**src/rtl/uart_tx_if.sv**
```systemverilog
// Producer-to-transmitter bus: word handshake in, serial line and queue status out.
// The producer side is the master; the transmitter is the slave.
interface uart_tx_if #(
    parameter int DATA_BITS  = 8,
    parameter int FIFO_DEPTH = 4
);
    logic [DATA_BITS-1:0]        in_data;
    logic                        in_valid;
    logic                        in_ready;
    logic                        tx;
    logic                        busy;
    logic [$clog2(FIFO_DEPTH):0] fifo_count;

    modport master (output in_data, in_valid, input in_ready, tx, busy, fifo_count);
    modport slave  (input in_data, in_valid, output in_ready, tx, busy, fifo_count);
endinterface

```
**src/rtl/uart_tx.sv**
```systemverilog
// Queued UART serialiser: start, DATA_BITS LSB first, optional parity, 1-2 stop bits.
// A word into an idle, empty queue starts its start bit one edge later; in_ready drops only when the queue is full.
module uart_tx #(
    parameter int CLKS_PER_BIT = 434,
    parameter int DATA_BITS    = 8,
    parameter int PARITY       = 0,
    parameter int STOP_BITS    = 1,
    parameter int FIFO_DEPTH   = 4
) (
    input  logic     clk,
    input  logic     rst,
    uart_tx_if.slave bus
);
    localparam int CNT_W = $clog2(CLKS_PER_BIT);
    localparam int PTR_W = $clog2(FIFO_DEPTH);
    localparam int IDX_W = $clog2(DATA_BITS);
    localparam logic [CNT_W-1:0] CNT_LAST  = CNT_W'(CLKS_PER_BIT - 1);
    localparam logic [IDX_W-1:0] DATA_LAST = IDX_W'(DATA_BITS - 1);
    localparam logic [IDX_W-1:0] STOP_LAST = IDX_W'(STOP_BITS - 1);
    localparam logic [PTR_W:0]   FULL_CNT  = (PTR_W + 1)'(FIFO_DEPTH);

    typedef enum logic [2:0] {S_IDLE, S_START, S_DATA, S_PARITY, S_STOP} state_t;

    logic [DATA_BITS-1:0] mem [FIFO_DEPTH];
    logic [PTR_W-1:0]     wr_ptr, rd_ptr;
    logic [PTR_W:0]       count;
    logic                 push, pop, fifo_empty;

    state_t               state, state_nxt;
    logic [CNT_W-1:0]     cnt, cnt_nxt;
    logic [IDX_W-1:0]     idx, idx_nxt;
    logic [DATA_BITS-1:0] word, word_nxt;
    logic                 tx_q, tx_nxt, wrap;

    assign fifo_empty     = (count == '0);
    assign bus.in_ready   = (count != FULL_CNT);
    assign push           = bus.in_valid && bus.in_ready;
    assign bus.tx         = tx_q;
    assign bus.fifo_count = count;
    assign bus.busy       = (state != S_IDLE) || !fifo_empty;
    assign wrap           = (cnt == CNT_LAST);

    always_ff @(posedge clk or posedge rst) begin
        if (rst) begin
            wr_ptr <= '0;
            rd_ptr <= '0;
            count  <= '0;
        end else begin
            if (push) wr_ptr <= wr_ptr + 1'b1;
            if (pop)  rd_ptr <= rd_ptr + 1'b1;
            if (push && !pop)      count <= count + 1'b1;
            else if (pop && !push) count <= count - 1'b1;
        end
    end

    always_ff @(posedge clk) begin
        if (push) mem[wr_ptr] <= bus.in_data;
    end

    always_ff @(posedge clk or posedge rst) begin
        if (rst) begin
            state <= S_IDLE;
            cnt   <= '0;
            idx   <= '0;
            word  <= '0;
            tx_q  <= 1'b1;
        end else begin
            state <= state_nxt;
            cnt   <= cnt_nxt;
            idx   <= idx_nxt;
            word  <= word_nxt;
            tx_q  <= tx_nxt;
        end
    end

    // Stop -> start pops in the same edge so back-to-back frames have no idle cycle.
    always_comb begin
        state_nxt = state;
        pop       = 1'b0;
        case (state)
            S_IDLE: begin
                if (!fifo_empty) begin
                    state_nxt = S_START;
                    pop       = 1'b1;
                end
            end
            S_START:  if (wrap) state_nxt = S_DATA;
            S_DATA:   if (wrap && idx == DATA_LAST) state_nxt = (PARITY != 0) ? S_PARITY : S_STOP;
            S_PARITY: if (wrap) state_nxt = S_STOP;
            S_STOP: begin
                if (wrap && idx == STOP_LAST) begin
                    if (!fifo_empty) begin
                        state_nxt = S_START;
                        pop       = 1'b1;
                    end else begin
                        state_nxt = S_IDLE;
                    end
                end
            end
            default: state_nxt = S_IDLE;
        endcase
    end

    // tx is computed for the state being entered so the registered line changes on the transition edge.
    always_comb begin
        word_nxt = pop ? mem[rd_ptr] : word;
        cnt_nxt  = (state == S_IDLE || wrap) ? '0 : cnt + 1'b1;
        if (state_nxt != state) idx_nxt = '0;
        else if (wrap)          idx_nxt = idx + 1'b1;
        else                    idx_nxt = idx;
        case (state_nxt)
            S_START:  tx_nxt = 1'b0;
            S_DATA:   tx_nxt = word[idx_nxt];
            S_PARITY: tx_nxt = (PARITY == 2) ? ^word : ~^word;
            default:  tx_nxt = 1'b1;
        endcase
    end
endmodule
```
**src/flat_wrapper.sv**
```systemverilog
// flat-port wrapper written by rule: the top's interface ports become plain ports
module uart_tx_flat 
#(
    parameter int CLKS_PER_BIT = 434,
    parameter int DATA_BITS    = 8,
    parameter int PARITY       = 0,
    parameter int STOP_BITS    = 1,
    parameter int FIFO_DEPTH   = 4
)
  (clk, rst, bus_in_data, bus_in_valid, bus_in_ready, bus_tx, bus_busy, bus_fifo_count);
  uart_tx_if #(.DATA_BITS(DATA_BITS), .FIFO_DEPTH(FIFO_DEPTH)) bus_i ();
  input  logic clk;
  input  logic rst;
  input wire logic [$bits(bus_i.in_data)-1:0] bus_in_data;
  input wire logic [$bits(bus_i.in_valid)-1:0] bus_in_valid;
  output wire logic [$bits(bus_i.in_ready)-1:0] bus_in_ready;
  output wire logic [$bits(bus_i.tx)-1:0] bus_tx;
  output wire logic [$bits(bus_i.busy)-1:0] bus_busy;
  output wire logic [$bits(bus_i.fifo_count)-1:0] bus_fifo_count;
  assign bus_i.in_data = bus_in_data;
  assign bus_i.in_valid = bus_in_valid;
  assign bus_in_ready = bus_i.in_ready;
  assign bus_tx = bus_i.tx;
  assign bus_busy = bus_i.busy;
  assign bus_fifo_count = bus_i.fifo_count;
  uart_tx #(.CLKS_PER_BIT(CLKS_PER_BIT), .DATA_BITS(DATA_BITS), .PARITY(PARITY), .STOP_BITS(STOP_BITS), .FIFO_DEPTH(FIFO_DEPTH)) u_core (.clk(clk), .rst(rst), .bus(bus_i));
endmodule
```
**config.mk**
```make
export PLATFORM = sky130hd
export DESIGN_NAME = uart_tx_flat
export DESIGN_NICKNAME = d
export VERILOG_FILES = /design/src/rtl/uart_tx_if.sv /design/src/rtl/uart_tx.sv /design/src/flat_wrapper.sv
export SDC_FILE = /design/constraint.sdc
export NUM_CORES = 1
export LEC_CHECK = 0
export ABC_AREA = 1
export BUFFER_PORTS_ARGS = -buffer_cell sky130_fd_sc_hd__buf_2
export CAP_MARGIN = 25
export CORE_ASPECT_RATIO = 2
export CORE_MARGIN = 2
export CORE_UTILIZATION = 60
export CTS_CLUSTER_SIZE = 14
export DETAILED_ROUTE_END_ITERATION = 10
export GPL_TIMING_DRIVEN = 1
export HOLD_SLACK_MARGIN = 0.02
export PLACE_DENSITY = 0.89
export REMOVE_ABC_BUFFERS = 1
export SYNTH_ARGS = -nofsm -noshare
export SYNTH_HDL_FRONTEND = slang
export SYNTH_SLANG_ARGS = --single-unit
```
**constraint.sdc**
```tcl
create_clock -name clk -period 3.4 [get_ports clk]
set_clock_uncertainty 0.2 [all_clocks]
set_input_delay 0.68 -clock clk [delete_from_list [all_inputs] [get_ports clk]]
set_output_delay 0.68 -clock clk [all_outputs]
set_load 0.01 [all_outputs]
```
==> out/results.md <==
| Item | This run |
|---|---|
| Capture point of the critical path | u_core.bus.fifo_count[2] |
| Worst slew margin relative to its limit | 49.14% |
| Outcome | completed |
| Vertical die dimension | 103.9 um |
| Final Hold Viols | 0 |
| Reg2Reg Capture Point | u_core.bus.fifo_count[2] |
| Tightest Pin Transition | 0.7601 ns |
| Post-CTS Hold Fix Bufs | 0 |
| Global-route wire length before repair | 8887 um |
| Main combinational cell family by area after synthesis | simple AND/OR/NAND/NOR gates |
| Max-cap check violation count | 0 |
| RSZ-0062 raised after global routing | no |
| Setup crit end kind | flop |
| Setup-failing EPs final | 0 |
| Worst R2R Path Depth | 12 |
| Area growth from synthesis to layout | 11.15% |
| Peak VDD IR | 0.6469 mV |
| Post-DP Area | 3133 um^2 |
| Power density relative to cell area | 554.9 nW/um^2 |
| Clock tree from TritonCTS | done |
| CTS Buf Count | 9 |
| Cell at the root of the clock tree | sky130_fd_sc_hd__clkbuf_8 |
| Clock latency of the later-clocked register in the worst-skew pair | 0.34 ns |
| Number of nets in the layout | 345 |
| Io pins | 17 |
| Layout cells sized above 1 | 15.55% |
| Number of levels in the clock H-tree | 3 |
| Util after Layout | 69.11% |
| Post-CTS Repair Setup Buffers | 0 |
| Yosys warning count | 0 |
| Count of standard-cell rows | 36 |
| HP Class | in2async |
| Antenna-violating nets left | 0 |
| Average instance area after synthesis | 9.956 um^2 |
| Post-synthesis sequential area ratio | 58.00% |
| Buffers on Ports | 16 |
| Compound-Gate Fraction of Synth Area | 8.559% |
| Period Utilization, post-route | 78.23% |
| Vias in the first global route | 2,166 |
| Buffer depth of the longest clock path | 2 |
| Routed len/inst | 13.94 um |
| Number of design-rule violations left by the first detailed-router iteration | 68 |
| Crit path max fanout | 17 |
| Total vias in the final route | 2,094 |
| Fin cells | 385 |
| ANT cells | 0 |
| Design Area, Final | 3331 um^2 |
| Number of iterations in the first detailed-routing pass | 4 |
| Synth cell types | 32 |
| Area occupied by multi-input gates | 1090 um^2 |
| FF+latch count, synth | 63 |
| Initial standard-cell utilization of the core | 62.18% |
| Final hold slack | 0.2031 ns |
| Simple-gate portion of the synthesized area | 18.33% |
| Shortest period the worst path allows | 2.660 ns |
| P_leak | 0.001455 uW |
| R2r startpoint | u_core.cnt[0] |
| Commonest non-fill, non-tap cell in the layout | sky130_fd_sc_hd__nor2_1 |
| Number of placed instances with taps included | 369 |
| Die width | 53.97 um |
| Sum of negative setup slack | 0 ns |
| Clock sink count | 63 |
| Most frequent cells in the layout | sky130_fd_sc_hd__nor2_1 (55), sky130_fd_sc_hd__nand2_1 (38), sky130_fd_sc_hd__inv_1 (35), sky130_fd_sc_hd__edfxtp_1 (32), sky130_fd_sc_hd__dfrtp_1 (30) |
| CP startpoint | u_core.cnt[0] |
| Fmax | 376.0 MHz |
| Filler Cell Count | 357 |
| Register area | 1738 um^2 |
| Mapped Area | 2997 um^2 |
| CORE AREA | 4820 um^2 |
| Drt via density | 5.439 |
| Adder and majority cell fraction of the synthesized area | 4.843% |
| Slew Limit Fails | 0 |
| Sum of overflow across all layers after global routing | 0 |
| DRC violation count after routing | 0 |
| Total die area | 5610 um^2 |
| Required time at the worst-slack endpoint | 3.43 ns |
| Number of antenna violations at the first check in global routing | 0 |
| Setup crit start kind | flop |
| CP Class | reg2reg |
| Reg clk slew, reported paths | 0.07 ns |
| Register-to-register setup slack | 0.74 ns |
| Weighted congestion at the end of routability-driven global placement | 0.8713 |
| Detail Placement HPWL | 3863 um |
| Fraction of synthesized area in multiplexers | 1.127% |
| Gate Count Post-Synth | 301 |
| XOR/XNOR share of the synthesized area | 3.507% |
| Arrival time of the worst setup path | 2.69 ns |
| Maximum number of pins on one net before global-route repair | 32 |
| Global-route usage over all layers | 22.31% |
| Post_cts resized | 0 |
| Final wirelength | 5366 um |
==> layout make-up <==
type | count | share of cell area (%)
Multi-Input combinational cell | 193 | 32.72
Tap cell | 57 | 2.141
Sequential cell | 63 | 52.18
Clock inverter | 7 | 2.216
Clock buffer | 9 | 3.719
Inverter | 39 | 4.395
Timing Repair Buffer | 17 | 2.630
==> power breakdown <==
group | internal, uW | switching [uW] | total (uW)
clock network | 337 | 287 | 624
registers | 919 | 54.6 | 974
logic | 92.4 | 158 | 250
total | 1350 | 499 | 1850
==> cell families (layout without fill, tap and decap cells) <==
kind of cell / count (synthesis) / after routing
buffers and inverters: 45 / 72
AND/OR/NAND/NOR: 125 / 125
adder cells (fa/ha/maj): 11 / 11
multiplexers: 3 / 3
flip-flops: 63 / 63
AO/OA/AOI/OAI: 42 / 42
XOR/XNOR: 12 / 12
==> per-layer routing <==
| metal | track usage, % | up-vias | part of all wire (%) |
|---|---|---|---|
| li1 | - | 1032 | - |
| met1 | 19.84 | 1009 | 34 |
| met2 | 40.59 | 39 | 60 |
| met3 | 6.609 | 14 | 3.1 |
| met4 | 12.32 | 0 | 3.1 |
| met5 | 0 | - | 0 |
==> Yosys cell counts <==
cell	n	area, um^2
sky130_fd_sc_hd__nor2_1	55	206.5
sky130_fd_sc_hd__nand2_1	38	142.6
sky130_fd_sc_hd__inv_1	35	131.4
sky130_fd_sc_hd__edfxtp_1	32	960.9
sky130_fd_sc_hd__dfrtp_1	30	750.7
sky130_fd_sc_hd__a21oi_1	15	75.07
sky130_fd_sc_hd__o21ai_0	15	75.07
sky130_fd_sc_hd__ha_1	10	125.1
sky130_fd_sc_hd__nand3_1	8	40.04
sky130_fd_sc_hd__o32ai_1	8	70.07
sky130_fd_sc_hd__nor3_1	7	35.03
sky130_fd_sc_hd__xnor2_1	6	52.55
sky130_fd_sc_hd__xor2_1	6	52.55
sky130_fd_sc_hd__clkbuf_1	5	18.77
sky130_fd_sc_hd__nand2_2	5	31.28
sky130_fd_sc_hd__inv_2	3	11.26
sky130_fd_sc_hd__mux2_2	3	33.78
sky130_fd_sc_hd__nor3b_1	3	22.52
sky130_fd_sc_hd__nand3_2	2	20.02
sky130_fd_sc_hd__nand3b_1	2	15.01
sky130_fd_sc_hd__nor2_2	2	12.51
sky130_fd_sc_hd__a21boi_0	1	7.510
sky130_fd_sc_hd__a21oi_4	1	16.27
sky130_fd_sc_hd__and3_1	1	6.260
sky130_fd_sc_hd__buf_1	1	3.750
sky130_fd_sc_hd__clkinv_1	1	3.750
sky130_fd_sc_hd__dfstp_2	1	26.28
sky130_fd_sc_hd__fa_1	1	20.02
sky130_fd_sc_hd__nand4_1	1	6.260
sky130_fd_sc_hd__nor2_4	1	11.26
sky130_fd_sc_hd__o21a_1	1	7.510
sky130_fd_sc_hd__o21ai_1	1	5.000
==> worst max-delay path, stage by stage, from the launching register on <==
cell and delay [ns]:
sky130_fd_sc_hd__dfrtp_1 0.41, sky130_fd_sc_hd__ha_1 0.22, sky130_fd_sc_hd__nand2_1 0.07, sky130_fd_sc_hd__nor2_1 0.06, sky130_fd_sc_hd__nand3b_1 0.10, sky130_fd_sc_hd__nand2_1 0.11
sky130_fd_sc_hd__nand2_2 0.29, sky130_fd_sc_hd__ha_1 0.21, sky130_fd_sc_hd__inv_1 0.07, sky130_fd_sc_hd__fa_1 0.39, sky130_fd_sc_hd__a21oi_1 0.16, sky130_fd_sc_hd__o21ai_0 0.12
sky130_fd_sc_hd__xnor2_1 0.14
==> through the flow <==
stage               power (uW)  setup WS [ns]
floorplan                 1148          1.004
global placement          1224         0.8686
detailed placement        1241         0.7334
CTS                       1871         0.7177
global route              1942         0.5492
finish                    1848         0.7401
==> worst min-delay path by stage <==
stage,endpoint,slack [ns],cells after the start
detailed placement,u_core.cnt[0],0.30,1
global route,u_core.cnt[6],0.27,3
floorplan,u_core.cnt[0],0.26,1
finish,u_core.state[2],0.20,3
global placement,u_core.cnt[0],0.27,1
CTS,u_core.idx[1],0.20,3
==> state kept, by name, summed over array words and instances, names as in the netlist <==
| signal | count |
|---|---|
| u_core.cnt | 9 |
| u_core.state | 3 |
| u_core.bus.fifo_count | 3 |
| u_core.bus.tx | 1 |
| u_core.wr_ptr | 2 |
| u_core.rd_ptr | 2 |
| u_core.idx | 3 |
| u_core.word | 8 |
| u_core.mem | 32 |
Power figures use the tool's default switching activity.
